[src/rtl/countdown_pkg.sv]
// countdown_pkg: shared state encoding and saturating-subtract helper for the
// countdown_drain block.
//   state_t  : 2-bit state code; IDLE / RUN / DONE are legacy-compatible
//              localparam constants.
//   sat_sub  : returns max(a - b, 0), masked to 'width' bits.
package countdown_pkg;

  typedef logic [1:0] state_t;

  localparam state_t IDLE = 2'd0;
  localparam state_t RUN  = 2'd1;
  localparam state_t DONE = 2'd2;

  // Comparing before subtracting means the result can never wrap below zero.
  function automatic logic [31:0] sat_sub(input logic [31:0] a,
                                          input logic [31:0] b,
                                          input int unsigned width);
    logic [31:0] mask;
    mask = (width >= 32) ? 32'hFFFF_FFFF : ((32'd1 << width) - 32'd1);
    return (a > b) ? ((a - b) & mask) : 32'd0;
  endfunction

endpackage

[src/rtl/countdown_sat_sub.sv]
// countdown_sat_sub: combinational next-count for the drain counter.
//   Parameters: WIDTH (count width), STEP (decrement amount).
//   Ports:
//     i_count       in   WIDTH  current count
//     o_count_next  out  WIDTH  max(i_count - STEP, 0)
module countdown_sat_sub
  import countdown_pkg::*;
#(
  parameter int unsigned WIDTH = 8,
  parameter int unsigned STEP  = 1
) (
  input  logic [WIDTH-1:0] i_count,
  output logic [WIDTH-1:0] o_count_next
);

  assign o_count_next = WIDTH'(sat_sub(32'(i_count), STEP, WIDTH));

endmodule

[src/rtl/countdown_drain.sv]
// countdown_drain: saturating down-counter loaded over a valid/ready handshake.
// Counts down by STEP per unpaused RUN cycle, saturates at 0, flags empty and
// pulses done for exactly one cycle.
//   Parameters: WIDTH (>= 2), STEP (1 .. 2**WIDTH-1).
//   Optional feature macro: COUNTDOWN_ABORT_EN (adds i_abort).
//   Ports:
//     i_clk         in   1      clock, posedge
//     i_rstn        in   1      asynchronous active-low reset
//     i_load_valid  in   1      load request, held until accepted
//     o_load_ready  out  1      high only in IDLE
//     i_load_value  in   WIDTH  start value, sampled on valid && ready
//     i_pause       in   1      freezes the count in RUN
//     i_abort       in   1      (COUNTDOWN_ABORT_EN only) RUN -> IDLE, no done
//     o_count       out  WIDTH  registered count
//     o_busy        out  1      high in RUN
//     o_empty       out  1      o_count == 0
//     o_done        out  1      one-cycle pulse (DONE state)
module countdown_drain
  import countdown_pkg::*;
#(
  parameter int unsigned WIDTH = 8,
  parameter int unsigned STEP  = 1
) (
  input  logic             i_clk,
  input  logic             i_rstn,
  input  logic             i_load_valid,
  output logic             o_load_ready,
  input  logic [WIDTH-1:0] i_load_value,
  input  logic             i_pause,
`ifdef COUNTDOWN_ABORT_EN
  input  logic             i_abort,
`endif
  output logic [WIDTH-1:0] o_count,
  output logic             o_busy,
  output logic             o_empty,
  output logic             o_done
);

  state_t           state_q, state_d;
  logic [WIDTH-1:0] count_q, count_d;
  logic [WIDTH-1:0] count_next;
  logic             abort;

`ifdef COUNTDOWN_ABORT_EN
  assign abort = i_abort;
`else
  assign abort = 1'b0;
`endif

  countdown_sat_sub #(
    .WIDTH (WIDTH),
    .STEP  (STEP)
  ) u_sat_sub (
    .i_count      (count_q),
    .o_count_next (count_next)
  );

  always_comb begin
    state_d = state_q;
    count_d = count_q;
    unique case (state_q)
      IDLE: begin
        if (i_load_valid) begin
          count_d = i_load_value;
          state_d = (i_load_value == '0) ? DONE : RUN;
        end
      end
      RUN: begin
        // Abort outranks both pause and the transition into DONE.
        if (abort) begin
          count_d = '0;
          state_d = IDLE;
        end else if (!i_pause) begin
          count_d = count_next;
          if (count_next == '0) state_d = DONE;
        end
      end
      DONE: begin
        count_d = '0;
        state_d = IDLE;
      end
      default: begin
        count_d = '0;
        state_d = IDLE;
      end
    endcase
  end

  always_ff @(posedge i_clk or negedge i_rstn) begin
    if (!i_rstn) begin
      state_q <= IDLE;
      count_q <= '0;
    end else begin
      state_q <= state_d;
      count_q <= count_d;
    end
  end

  assign o_count      = count_q;
  assign o_load_ready = (state_q == IDLE);
  assign o_busy       = (state_q == RUN);
  assign o_done       = (state_q == DONE);
  assign o_empty      = (count_q == '0);

endmodule

[config.mk]
export PLATFORM = sky130hd
export DESIGN_NAME = countdown_drain
export DESIGN_NICKNAME = d
export VERILOG_FILES = /design/src/rtl/countdown_pkg.sv /design/src/rtl/countdown_sat_sub.sv /design/src/rtl/countdown_drain.sv
export SDC_FILE = /design/constraint.sdc
export NUM_CORES = 1
export LEC_CHECK = 0
export ABC_CLOCK_PERIOD_IN_PS = 4700
export CAP_MARGIN = 10
export CORE_MARGIN = 10
export CORE_UTILIZATION = 40
export CTS_CLUSTER_SIZE = 20
export DETAILED_ROUTE_END_ITERATION = 8
export DONT_BUFFER_PORTS = 1
export GPL_TIMING_DRIVEN = 0
export HOLD_SLACK_MARGIN = 0.15
export PLACE_DENSITY = 0.65
export SLEW_MARGIN = 20
export SYNTH_ARGS = -nofsm -noshare
export SYNTH_HDL_FRONTEND = slang
export SYNTH_SLANG_ARGS = --single-unit
[constraint.sdc]
create_clock -name i_clk -period 4.7 [get_ports i_clk]
set_input_delay 0 -clock i_clk [delete_from_list [all_inputs] [get_ports i_clk]]
set_output_delay 0 -clock i_clk [all_outputs]
set_load 0.03 [all_outputs]
# After elaboration in Yosys (flattened, before gate mapping)
# Cells that the tools add are included.
[word_totals]
register_bits = 10
inputBits = 12
output_inout_bits = 12
elab_cells = 24
[op_classes]
addsub = 1
magnitude_cmp = 1
eq_ne = 5
mux = 9
reduce_logical = 6
[ops]
columns = ["cell", "n"]
rows = [
  ["$logic_not A8 Y1", 3],
  ["$mux W8", 3],
  ["$pmux W8 S2", 1],
  ["$gt A8 B1 Y1 const B", 1],
  ["$mux W2", 4],
  ["$sub A8 B1 Y8 const B", 1],
  ["$ne A2 B2 Y1 const B", 2],
  ["$pmux W2 S2", 1],
  ["$reduce_and A3 Y1", 1],
  ["$eq A2 B1 Y1 const B", 1],
  ["$eq A2 B2 Y1 const B", 1],
  ["$logic_not A2 Y1", 1],
  ["$ne A2 B1 Y1 const B", 1],
  ["$reduce_and A2 Y1", 1],
]

# Depth between registers and ports, before layout
# Gate-level depths: netlist of run 1.
[depth]
ltp_word = 6
depth_mapped = 8
ltp_nobuf = 7

# By module
# A second synthesis of run 1 with hierarchy kept.
[unflattened]
cells_unflattened = 73
hier_area_um2 = 777.0
[by_module_without_submodules]
columns = ["mod", "instances", "cells_each", "area_each_um2", "seq_area_each_um2"]
rows = [
  ["countdown_drain", 1, 46, 578.1, 250.2],
  ["countdown_sat_sub", 1, 27, 198.9, 0.0],
]

# Worst setup path before layout of run 1
# OpenSTA, ideal clock, no wires.
[synth_timing]
path_kind = "reg2reg"
start = "register count_q[2], in the netlist o_count[2]"
end = "register state_q[1]"
setup_time_ps = 107
t_arrival_ps = 2560
t_required_ps = 4593
setup_slack_ps = 2033
stages_incl_launch_ff = 7
path_buffers = 1
synth_period_minus_slack_ps = 2667
path_cell_list = "dfrtp_1 buf_6 or4_4 or3_4 o21a_1 or4b_4 a2111oi_4"
[synth_between]
elab_chain_cells = 5
word_cells_on_any_way = 6
classes_between = "add/sub: 1; order compare: 1; eq/ne: 1; mux: 1; reduce/logical: 2"
[synth_lines]
columns = ["element", "line", "text"]
rows = [
  ["start: declaration", "countdown_drain.sv:40", "logic [WIDTH-1:0] count_q, count_d;"],
  ["start signal: assignment", "countdown_drain.sv:95", "count_q <= count_d;"],
  ["$sub A8 B1 Y8 / $gt A8 B1 Y1 (equally long branches)", "countdown_pkg.sv:20", "return (a > b) ? ((a - b) & mask) : 32'd0;"],
  ["$mux W8 (*)", "countdown_pkg.sv:20", ""],
  ["$logic_not A8 Y1 (*)", "countdown_drain.sv:75", "if (count_next == '0) state_d = DONE;"],
  ["$ne A2 B1 Y1 (no source line) (*)", "-", ""],
  ["$reduce_and A3 Y1 (no source line) (*)", "-", ""],
  ["end signal: assignment", "countdown_drain.sv:94", "state_q <= state_d;"],
  ["end: declaration", "countdown_drain.sv:39", "state_t state_q, state_d;"],
]
# Mark *: on every way between the ends. The rest lies on a longest branch, timed or not.
# A chain may end at the register's enable or synchronous reset.

# Final worst setup path of run 1
[layout_timing]
start = "register count_q[0], in the netlist o_count[0]"
end = "register state_q[1]"
# Same word-level chain as after synthesis.

==> results of run 1 <==
[cells by family after synthesis]
| kind of cell | after synthesis |
|---|---|
| buf+inv | 9 |
| simple gates | 35 |
| fa+ha+maj | 2 |
| flops | 10 |
| xor+xnor | 1 |
| compound gates | 34 |
| mux | 1 |
[through the flow]
stage	std cells	utilization (%)	setup WS [ns]	cell area (um2)	hold WS [ns]
6_report	133	53.5	1.86	945	0.272
5_1_grt	133	53.5	1.65	945	0.308
4_1_cts	133	53.5	1.89	945	0.268
3_5_place_dp	117	44.7	1.91	788	-0.295
3_3_place_gp	117	44.7	1.91	788	-0.295
2_1_floorplan	92	-	2.03	757	-0.296
[sequential cells by signal (all words and copies together) (netlist names)]
name,flops
o_count,8
state_q,2
[path summary, 6_finish.rpt]
| check | from | endpoint | slack (ns) | cells past startpoint |
|---|---|---|---|---|
| max in group asynchronous | i_rstn | o_count[5] | 3.71 | 2 |
| worst max-delay path | o_count[0] | state_q[1] | 1.86 | 8 |
| min in group asynchronous | i_rstn | o_count[4] | 0.66 | 2 |
| worst min register to register | state_q[1] | state_q[1] | 0.59 | 1 |
| worst max register to register | o_count[0] | state_q[1] | 1.86 | 8 |
| worst min-delay path | i_pause | state_q[1] | 0.27 | 3 |
[routing by layer]
| metal | global-route usage (%) | up-vias | share of wire [%] |
|---|---|---|---|
| met5 | 0 | - | 0 |
| met4 | 2.73 | 0 | 1.5 |
| met1 | 12.7 | 369 | 41 |
| met2 | 18.7 | 26 | 50 |
| met3 | 4.42 | 4 | 7.5 |
| li1 | - | 373 | - |
[power by group through the flow]
| stage | Clock, mW | Combinational (mW) | Sequential [mW] |
|---|---|---|---|
| 4_1_cts | 0.0820 | 0.398 | 0.248 |
| 5_1_grt | 0.0877 | 0.453 | 0.255 |
| 6_report | 0.0810 | 0.404 | 0.248 |
| 3_5_place_dp | 0 | 0.381 | 0.250 |
| 3_3_place_gp | 0 | 0.376 | 0.248 |
| 2_1_floorplan | 0 | 0.320 | 0.230 |
[Yosys cell counts]
| cell | count |
|---|---|
| nor3b_1 | 2 |
| a32o_1 | 1 |
| nor2b_1 | 1 |
| o221ai_1 | 1 |
| or3_4 | 1 |
| clkbuf_1 | 3 |
| o21a_1 | 2 |
| nand2_1 | 4 |
| a211oi_1 | 1 |
| ha_1 | 2 |
| nor3_1 | 4 |
| o21ai_1 | 6 |
| a21boi_0 | 1 |
| nor4_1 | 3 |
| or4_4 | 1 |
| dfrtp_1 | 10 |
| a21o_1 | 1 |
| o41ai_2 | 1 |
| or4b_4 | 1 |
| buf_1 | 1 |
| inv_1 | 4 |
| nand3_1 | 1 |
| buf_6 | 1 |
| mux2i_1 | 1 |
| a21oi_1 | 10 |
| a2111oi_4 | 1 |
| nor4b_1 | 1 |
| or4_1 | 1 |
| xor2_1 | 1 |
| o32ai_1 | 1 |
| o41ai_1 | 1 |
| nor2_1 | 15 |
| o21ai_0 | 7 |
[critical path: cells and delay by family, from the launching register on]
family | cells | cell delay (ns)
AO/OA/AOI/OAI | 2 | 0.47
adder cells (fa/ha/maj) | 1 | 0.15
AND/OR/NAND/NOR | 3 | 1.12
flip-flops | 1 | 0.56
buffers and inverters | 2 | 0.44
[area by class of cell]
| cell class | instances | area share (%) |
|---|---|---|
| buffer | 5 | 2.78 |
| multi-input combinational | 73 | 49.3 |
| sequential | 10 | 26.5 |
| inverter | 4 | 1.59 |
| timing repair buffer | 12 | 12.7 |
| tap | 25 | 3.31 |
| clock buffer | 4 | 3.84 |
==> results.sh, run 1 <==
export IMPL_status="completed"
export IMPL_worstSetupPathType="register to register"
export IMPL_rsz0062_at_grt="no"
export IMPL_grt_pass1_wl_um=3730
export IMPL_p_sw_share_pct=55.1
export IMPL_yosys_area_share_simple_pct=25.0
export IMPL_synth_xor_area_share_pct=1.16
export IMPL_ys_top_cells_by_area="dfrtp_1 (33%), nor2_1 (7.4%), a21oi_1 (6.6%)"
export IMPL_required_ns=4.87
export IMPL_place_congestion=0.855
export IMPL_ys_seq_area_share_pct=33.1
export IMPL_ant_nets=0
export IMPL_avgViaCountPerCell=5.80
export IMPL_fp_dieH_um=63.5
export IMPL_die_area_um2=4030
export IMPL_clk_pin_slew_worst_paths_ns=0.08
export IMPL_drt_iter0_drc=25
export IMPL_vias=772
export IMPL_drive_above_1_share_pct=9.26
export IMPL_register_area_um2=250
export IMPL_grt_overflow_total=0
export IMPL_synth_cell_type_count=33
export IMPL_maxCapViolCount=0
export IMPL_leakage_nw=0.364
export IMPL_cts_made_buffers=3
export IMPL_fin_skew_ns=0.00238
export IMPL_synth_top_area_share_pct=33.1
export IMPL_synth_compound_area_share_pct=30.7
export IMPL_cts_tree="built"
export IMPL_cts_setup_buffers=0
export IMPL_core_rowCount=15
export IMPL_antenna_found_initial=0
export IMPL_grt_usage_pct=11.1
export IMPL_synth_top_family_by_area="compound AO/OA/AOI/OAI gates"
export IMPL_wire_per_inst_um=17.0
export IMPL_hold_viol=0
export IMPL_post_synth_top_area_cell="dfrtp_1"
export IMPL_combPwrFrac_pct=55.1
export IMPL_cts_max_path_buffers=2
export IMPL_nNetsFinal=123
export IMPL_start_kind="register"
export IMPL_cts_resized=0
export IMPL_sequentialPowerShare_pct=33.8
export IMPL_cts_max_level=1
export IMPL_peakVddDrop_mv=0.360
export IMPL_fillers=173
export IMPL_multiInputGateArea_um2=465
export IMPL_max_freq_mhz=352
export IMPL_min_path_type="input pin to register"
export IMPL_core_area_um2=1760
export IMPL_synth_area_um2=757
export IMPL_drc=0
export IMPL_layout_commonest_cell="nor2_1"
export IMPL_grt_start_max_net_pins=11
export IMPL_initial_utilization_pct=42.9
export IMPL_tightest_slew_ns=0.962
export IMPL_grt_pass1_vias=750
export IMPL_switchingPower_mw=0.404
export IMPL_worstPathArrival_ns=3.01
export IMPL_dp_hpwl_um=1640
export IMPL_clockPowerShare_pct=11.0
export IMPL_pin_count=24
export IMPL_n_antenna_cell=0
export IMPL_avgSynthCellArea_um2=8.23
export IMPL_period_share_pct=60.4
export IMPL_total_power_mw=0.733
export IMPL_totalWireLength_um=2270
export IMPL_crit_fanout=8
export IMPL_setup_violations_final=0
export IMPL_p_per_area_nw_per_um2=776
export IMPL_cpPeakStageDelay_ns=0.58
export IMPL_root_buffer="clkbuf_4"
export IMPL_die_w_um=63.5
export IMPL_drt_pre_antenna_iters=5
export IMPL_synth_seq_cells=10
export IMPL_yosys_mux_area_fraction_pct=1.32
export IMPL_syn_inst=92
export IMPL_cts_sinks=10
export IMPL_yosysWarnings=0
export IMPL_layout_common_cells="nor2_1 (15), dlygate4sd3_1 (12), a21oi_1 (10), dfrtp_1 (10), o21ai_0 (7)"
export IMPL_synth_fa_ha_area_share_pct=3.31
export IMPL_fin_tns_setup_ns=0
export IMPL_crit_slowest_cell="or4b_4"
export IMPL_path_cells="inv_1 > ha_1 > clkbuf_1 > nor2_1 > nor4b_1 > a21oi_1 > or4b_4 > a2111oi_4"
export IMPL_slew_viol_final=0
export IMPL_clk_latency_ns=0.27
export IMPL_port_buffer_count=0
export IMPL_syn_to_final_growth_pct=24.8
export IMPL_setup_worst_path_end_class="register"
export IMPL_finalCriticalPeriod_ns=2.84
export IMPL_internal_power_mw=0.329
export IMPL_syn_nets=106
export IMPL_max_slew_margin_rel_pct=35.6
export IMPL_ctsHoldBuffers=12
Power figures use the tool's default switching activity.
==> run 2: changes to the inputs <==
--- a/config.mk
+++ b/config.mk
@@ -5,7 +5,8 @@
 export SDC_FILE = /design/constraint.sdc
 export NUM_CORES = 1
 export LEC_CHECK = 0
-export ABC_CLOCK_PERIOD_IN_PS = 4700
+export ABC_AREA = 1
+export ABC_CLOCK_PERIOD_IN_PS = 2300
 export CAP_MARGIN = 10
 export CORE_MARGIN = 10
 export CORE_UTILIZATION = 40
@@ -14,7 +15,7 @@
 export DONT_BUFFER_PORTS = 1
 export GPL_TIMING_DRIVEN = 0
 export HOLD_SLACK_MARGIN = 0.15
-export PLACE_DENSITY = 0.65
+export PLACE_DENSITY = 0.67
 export SLEW_MARGIN = 20
 export SYNTH_ARGS = -nofsm -noshare
 export SYNTH_HDL_FRONTEND = slang
==> constraint.sdc (replaced) <==
create_clock -name i_clk -period 2.3 [get_ports i_clk]
set_input_delay 0 -clock i_clk [delete_from_list [all_inputs] [get_ports i_clk]]
set_output_delay 0 -clock i_clk [all_outputs]
set_load 0.03 [all_outputs]
==> run 2 against run 1 <==
Routed wire length grew 11%; die area increased by 12%; non-clock buffer count decreased by 3; clock power grew 48%; sequential share of layout area is 2.6 points lower; maximum frequency increased by 34%; combinational power decreased by 21%; critical endpoint unchanged.
==> results.sh, run 2 <==
export IMPL_status="completed"
export IMPL_crit_cells=13
export IMPL_avgViaCountPerCell=5.58
export IMPL_fin_skew_ns=0.0113
export IMPL_wire_per_inst_um=15.1
export IMPL_period_share_pct=91.9
export IMPL_peakVddDrop_mv=0.383
export IMPL_cts_sinks=10
export IMPL_pin_count=24
export IMPL_layout_commonest_cell="nand2_1"
export IMPL_required_ns=2.44
export IMPL_grt_pass1_wl_um=4220
export IMPL_core_area_um2=2040
export IMPL_slew_viol_final=0
export IMPL_cts_max_path_buffers=2
export IMPL_p_sw_share_pct=50.3
export IMPL_async_flop_share_pct=100
export IMPL_grt_overflow_total=0
export IMPL_min_from="i_load_valid"
export IMPL_start_kind="register"
export IMPL_fp_dieH_um=67.1
export IMPL_grt_pass1_vias=907
export IMPL_die_area_um2=4500
export IMPL_max_freq_mhz=473
export IMPL_n_antenna_cell=0
export IMPL_setup_violations_final=0
export IMPL_reg2regPathDepth=13
export IMPL_ys_seq_area_share_pct=28.2
export IMPL_switchingPower_mw=0.402
export IMPL_synth_area_um2=887
export IMPL_cts_tree="built"
export IMPL_finalCriticalPeriod_ns=2.11
export IMPL_largest_reg_flops=8
export IMPL_antenna_found_initial=0
export IMPL_syn_nets=140
export IMPL_synthFlopType="dfrtp_1"
export IMPL_port_buffer_count=0
export IMPL_vias=932
export IMPL_crit_fanout=10
export IMPL_path_buf_inv=3
export IMPL_yosysWarnings=0
export IMPL_ys_top_cells_by_count="nand2_1 (23), nor2_1 (17), nand3_1 (13), inv_1 (12), dfrtp_1 (10)"
export IMPL_clk_pin_slew_worst_paths_ns=0.07
export IMPL_ys_top_cells_by_area="dfrtp_1 (28%), nand2_1 (9.7%), nand3_1 (7.3%)"
export IMPL_max_slew_margin_rel_pct=62.2
export IMPL_crit_slowest_cell="dfrtp_1"
export IMPL_post_synth_top_area_cell="dfrtp_1"
export IMPL_fin_tns_setup_ns=0
export IMPL_core_rowCount=16
export IMPL_hold_viol=0
export IMPL_whs_path_depth=4
export IMPL_sequentialPowerShare_pct=44.9
export IMPL_combPwrFrac_pct=40.0
export IMPL_ant_nets=0
export IMPL_totalWireLength_um=2520
export IMPL_synth_cell_type_count=26
export IMPL_clockPowerShare_pct=15.0
export IMPL_layout_common_cells="nand2_1 (23), nor2_1 (17), nand3_1 (13)"
export IMPL_root_buffer="clkbuf_4"
export IMPL_r2r_start="o_count[1]"
export IMPL_drt_iter0_drc=90
export IMPL_critPathTopFamily="simple AND/OR/NAND/NOR gates"
export IMPL_clk_latency_ns=0.27
export IMPL_total_power_mw=0.799
export IMPL_rsz0062_at_grt="no"
export IMPL_maxCapViolCount=0
export IMPL_cts_setup_buffers=0
export IMPL_placed_area_um2=921
export IMPL_cpPeakStageDelay_ns=0.57
export IMPL_final_area_um2=1050
export IMPL_cts_max_level=1
export IMPL_dp_hpwl_um=1880
export IMPL_setup_worst_path_end_class="register"
export IMPL_nNetsFinal=156
export IMPL_critPathMostFrequentCell="nand2_1"
export IMPL_synth_edf_count=0
export IMPL_die_w_um=67.1
export IMPL_path_cells="inv_1 > ha_1 > nor2_1 > nor2_4 > nand2_4 > buf_6 > nand3_1 > nand2_1 > inv_1 > nand2_1 > nand2_1 > nand2_1 > nor2_1"
export IMPL_place_congestion=0.875
export IMPL_avgSynthCellArea_um2=7.04
export IMPL_leakage_nw=0.531
export IMPL_yosysMostFrequentCell="nand2_1"
export IMPL_grt_usage_pct=12.0
export IMPL_crit_path_start="o_count[1]"
export IMPL_drive_above_1_share_pct=18.6
export IMPL_p_per_area_nw_per_um2=758
export IMPL_min_path_type="input pin to register"
export IMPL_fillers=204
export IMPL_cts_made_buffers=3
export IMPL_syn_to_final_growth_pct=18.9
export IMPL_worstSetupPathType="register to register"
export IMPL_tightest_slew_ns=0.565
export IMPL_drc=0
export IMPL_syn_inst=126
export IMPL_synth_top_area_share_pct=28.2
export IMPL_internal_power_mw=0.397
export IMPL_initial_utilization_pct=43.4
export IMPL_grt_start_max_net_pins=11
export IMPL_synth_seq_cells=10
export IMPL_drt_pre_antenna_iters=5
export IMPL_worstPathArrival_ns=2.25
-- run 2: cell types whose count changed after synthesis, sizes merged, moves of 6 or more --
cell	previous run	this run
nand2	4	28
inv	4	18
o21ai	13	5
nand3	1	13
a22oi	0	7
nand4	0	6
nor2	15	21
-- run 2: metal layers --
metal  track usage (%)  vias to the layer above  share of wire [%]
met3              3.51                       10                7.9
met4              6.67                        0                2.7
met1              14.6                      432                 45
li1                  -                      449                  -
met5                 0                        -                  0
met2              18.2                       41                 44
-- run 2: power by group through the flow --
stage                     combinational (mW)  sequential [mW]  clock, mW
after floorplan                        0.247            0.342          0
after global placement                 0.286            0.360          0
after detailed placement               0.291            0.360          0
after CTS                              0.314            0.356      0.120
after global routing                   0.361            0.366      0.130
final                                  0.320            0.359      0.120
-- run 2: worst register-to-register path, stage by stage (launching register included) --
cell and delay (ns):
dfrtp_1 0.57, inv_1 0.16, ha_1 0.27, nor2_1 0.21
nor2_4 0.07, nand2_4 0.11, buf_6 0.15, nand3_1 0.09
nand2_1 0.11, inv_1 0.05, nand2_1 0.05, nand2_1 0.04
nand2_1 0.07, nor2_1 0.04
-- run 2: per-stage QoR --
step                      instances  setup WS, ns  utilization [%]  hold WS [ns]
after floorplan                 126         0.437                -        -0.296
after global placement          153         0.222             45.1        -0.295
after detailed placement        153         0.145             45.1        -0.295
after CTS                       167         0.129             51.6         0.157
after global routing            167        0.0201             51.7         0.224
final                           167         0.186             51.7         0.149
-- run 2: path summary, 6_finish.rpt --
check	to	slack [ns]
worst max-delay path	state_q[1]	0.19
min in group asynchronous	o_count[2]	0.65
max in group asynchronous	o_count[0]	1.31
worst min-delay path	o_count[0]	0.15
worst min register to register	state_q[1]	0.57
worst max register to register	state_q[1]	0.19
-- run 2: cell type report --
cell class / count / area [um2] / share of cell area, %
Clock buffer: 3 / 22.5 / 2.14
Timing Repair Buffer: 11 / 110 / 10.4
Buffer: 3 / 31.3 / 2.97
Sequential cell: 10 / 251 / 23.8
Inverter: 18 / 67.6 / 6.41
Multi-Input combinational cell: 95 / 538 / 51.0
Tap cell: 27 / 33.8 / 3.20
-- run 2: cell families (layout without fill, tap and decap cells) --
| family | Yosys count | count (layout) | synth area share (%) |
|---|---|---|---|
| adder cells (fa/ha/maj) | 2 | 2 | 2.82 |
| buffers and inverters | 21 | 35 | 11.1 |
| AND/OR/NAND/NOR | 71 | 71 | 40.5 |
| AO/OA/AOI/OAI | 21 | 21 | 16.4 |
| flip-flops | 10 | 10 | 28.2 |
| XOR/XNOR | 1 | 1 | 0.987 |
-- run 2: repair_timing --
action	CTS	global route
hold endpoints to repair	19	0
resized for setup	0	1
hold buffers	11	0
setup endpoints to repair	0	1
==> run 3: changes to the inputs <==
--- a/config.mk
+++ b/config.mk
@@ -13,7 +13,6 @@
 export CTS_CLUSTER_SIZE = 20
 export DETAILED_ROUTE_END_ITERATION = 8
 export DONT_BUFFER_PORTS = 1
-export GPL_TIMING_DRIVEN = 0
 export HOLD_SLACK_MARGIN = 0.15
 export PLACE_DENSITY = 0.67
 export SLEW_MARGIN = 20
==> run 3 against run 2 <==
Clock-buffer cell count unchanged; largest cell class unchanged; critical path type unchanged; global-route usage decreased by 0.37 points; hold slack got worse by 0.018 ns; routed wire length decreased by 1.0%; flip-flop and latch count unchanged.
==> results.sh, run 3 (synthesis results as in run 2) <==
export IMPL_status="completed"
export IMPL_cts_max_path_buffers=2
export IMPL_cts_max_level=1
export IMPL_n_antenna_cell=0
export IMPL_setup_worst_path_end_class="register"
export IMPL_largest_reg_flops=8
export IMPL_cts_sinks=10
export IMPL_grt_pass1_wl_um=4140
export IMPL_maxCapViolCount=0
export IMPL_drc=0
export IMPL_max_freq_mhz=488
export IMPL_die_area_um2=4500
export IMPL_fp_dieH_um=67.1
export IMPL_tightest_slew_ns=0.570
export IMPL_finalWorstSetupSlack_ns=0.251
export IMPL_whs_ns=0.131
export IMPL_core_area_um2=2040
export IMPL_grt_overflow_total=0
export IMPL_place_congestion=0.862
export IMPL_hold_viol=0
export IMPL_p_per_area_nw_per_um2=780
export IMPL_layout_common_cells="nand2_1 (23), nor2_1 (17), nand3_1 (13)"
export IMPL_vias=923
export IMPL_clk_latency_ns=0.28
export IMPL_layout_commonest_cell="nand2_1"
export IMPL_cts_resized=0
export IMPL_die_w_um=67.1
export IMPL_pin_count=24
export IMPL_avgViaCountPerCell=5.56
export IMPL_antenna_found_initial=0
export IMPL_peakVddDrop_mv=0.559
export IMPL_r2r_start="o_count[0]"
export IMPL_min_path_type="input pin to asynchronous set/reset pin"
export IMPL_fin_tns_setup_ns=0
export IMPL_slew_viol_final=0
export IMPL_clk_pin_slew_worst_paths_ns=0.07
export IMPL_grt_usage_pct=11.6
export IMPL_utilization_pct=50.8
export IMPL_ctsHoldBuffers=11
export IMPL_fillers=209
export IMPL_crit_fanout=16
export IMPL_period_share_pct=89.1
export IMPL_drive_above_1_share_pct=17.3
export IMPL_ant_nets=0
export IMPL_rsz0062_at_grt="no"
export IMPL_dp_worst_setup_slack_ns=0.278
export IMPL_syn_to_final_growth_pct=16.9
export IMPL_max_slew_margin_rel_pct=61.9
export IMPL_finalCriticalPeriod_ns=2.05
export IMPL_crit_path_start="o_count[0]"
export IMPL_drt_iter0_drc=49
export IMPL_grt_pass1_vias=888
export IMPL_start_kind="register"
export IMPL_core_rowCount=16
export IMPL_totalWireLength_um=2490
export IMPL_cts_made_buffers=3
export IMPL_drt_pre_antenna_iters=4
export IMPL_cts_setup_buffers=0
export IMPL_setup_violations_final=0
export IMPL_nNetsFinal=155
export IMPL_worstSetupPathType="register to register"
export IMPL_dp_hpwl_um=1850
export IMPL_total_power_mw=0.809
export IMPL_root_buffer="clkbuf_4"
export IMPL_required_ns=2.46
export IMPL_leakage_nw=0.526
export IMPL_grt_start_max_net_pins=17
export IMPL_port_buffer_count=0
export IMPL_fin_skew_ns=0.00513
export IMPL_cts_tree="built"
export IMPL_wire_per_inst_um=15.0
export IMPL_worstPathArrival_ns=2.21
export IMPL_initial_utilization_pct=43.4
## run 3: power breakdown
| group | switching, mW | internal, mW | leakage (nW) |
|---|---|---|---|
| Sequential | 0.146 | 0.213 | 0.102 |
| Combinational | 0.200 | 0.121 | 0.410 |
| Clock | 0.0687 | 0.0607 | 0.0138 |
| Total | 0.415 | 0.394 | 0.526 |
## run 3: final timing paths
kind / to / slack (ns) / depth (start not counted)
setup / recovery: state_q[1] / 0.25 / 12
hold / removal: o_count[0] / 0.13 / 1
setup reg to reg: state_q[1] / 0.25 / 12
hold reg to reg: state_q[1] / 0.56 / 1
max in group asynchronous: o_count[6] / 1.81 / 1
min in group i_clk: state_q[0] / 0.48 / 3
## run 3: final cells by class
cell class	instances	area (um2)	share of cell area (%)
sequential	10	250	24.1
timing repair buffer	13	125	12.1
multi-input combinational	95	538	51.9
tap	27	33.8	3.26
clock buffer	3	22.5	2.17
inverter	18	67.6	6.51
## run 3: through the flow
step | instances | instance area (um2)
after detailed placement | 152 | 905
final | 166 | 1040
after floorplan | 126 | 887
after global placement | 152 | 905
after CTS | 166 | 1040
after global routing | 166 | 1040
## run 3: critical path, cell delays in order (launching register included)
cell	delay, ns
dfrtp_1	0.58
inv_1	0.17
ha_1	0.28
nor2_1	0.20
nor2_4	0.07
nand2_4	0.16
nand3_1	0.15
nand2_1	0.10
nor2_1	0.04
nand2_1	0.05
nand2_1	0.04
nand2_1	0.06
nor2_1	0.03
## run 3: routing by layer
metal / part of all wire (%) / global-route usage, % / wire, um / up-vias
li1: - / - / - / 446
met1: 43 / 14.9 / 1060 / 426
met2: 44 / 16.9 / 1100 / 45
met3: 11 / 3.34 / 265 / 6
met4: 2.6 / 6.15 / 64 / 0
met5: 0 / 0 / 0 / -
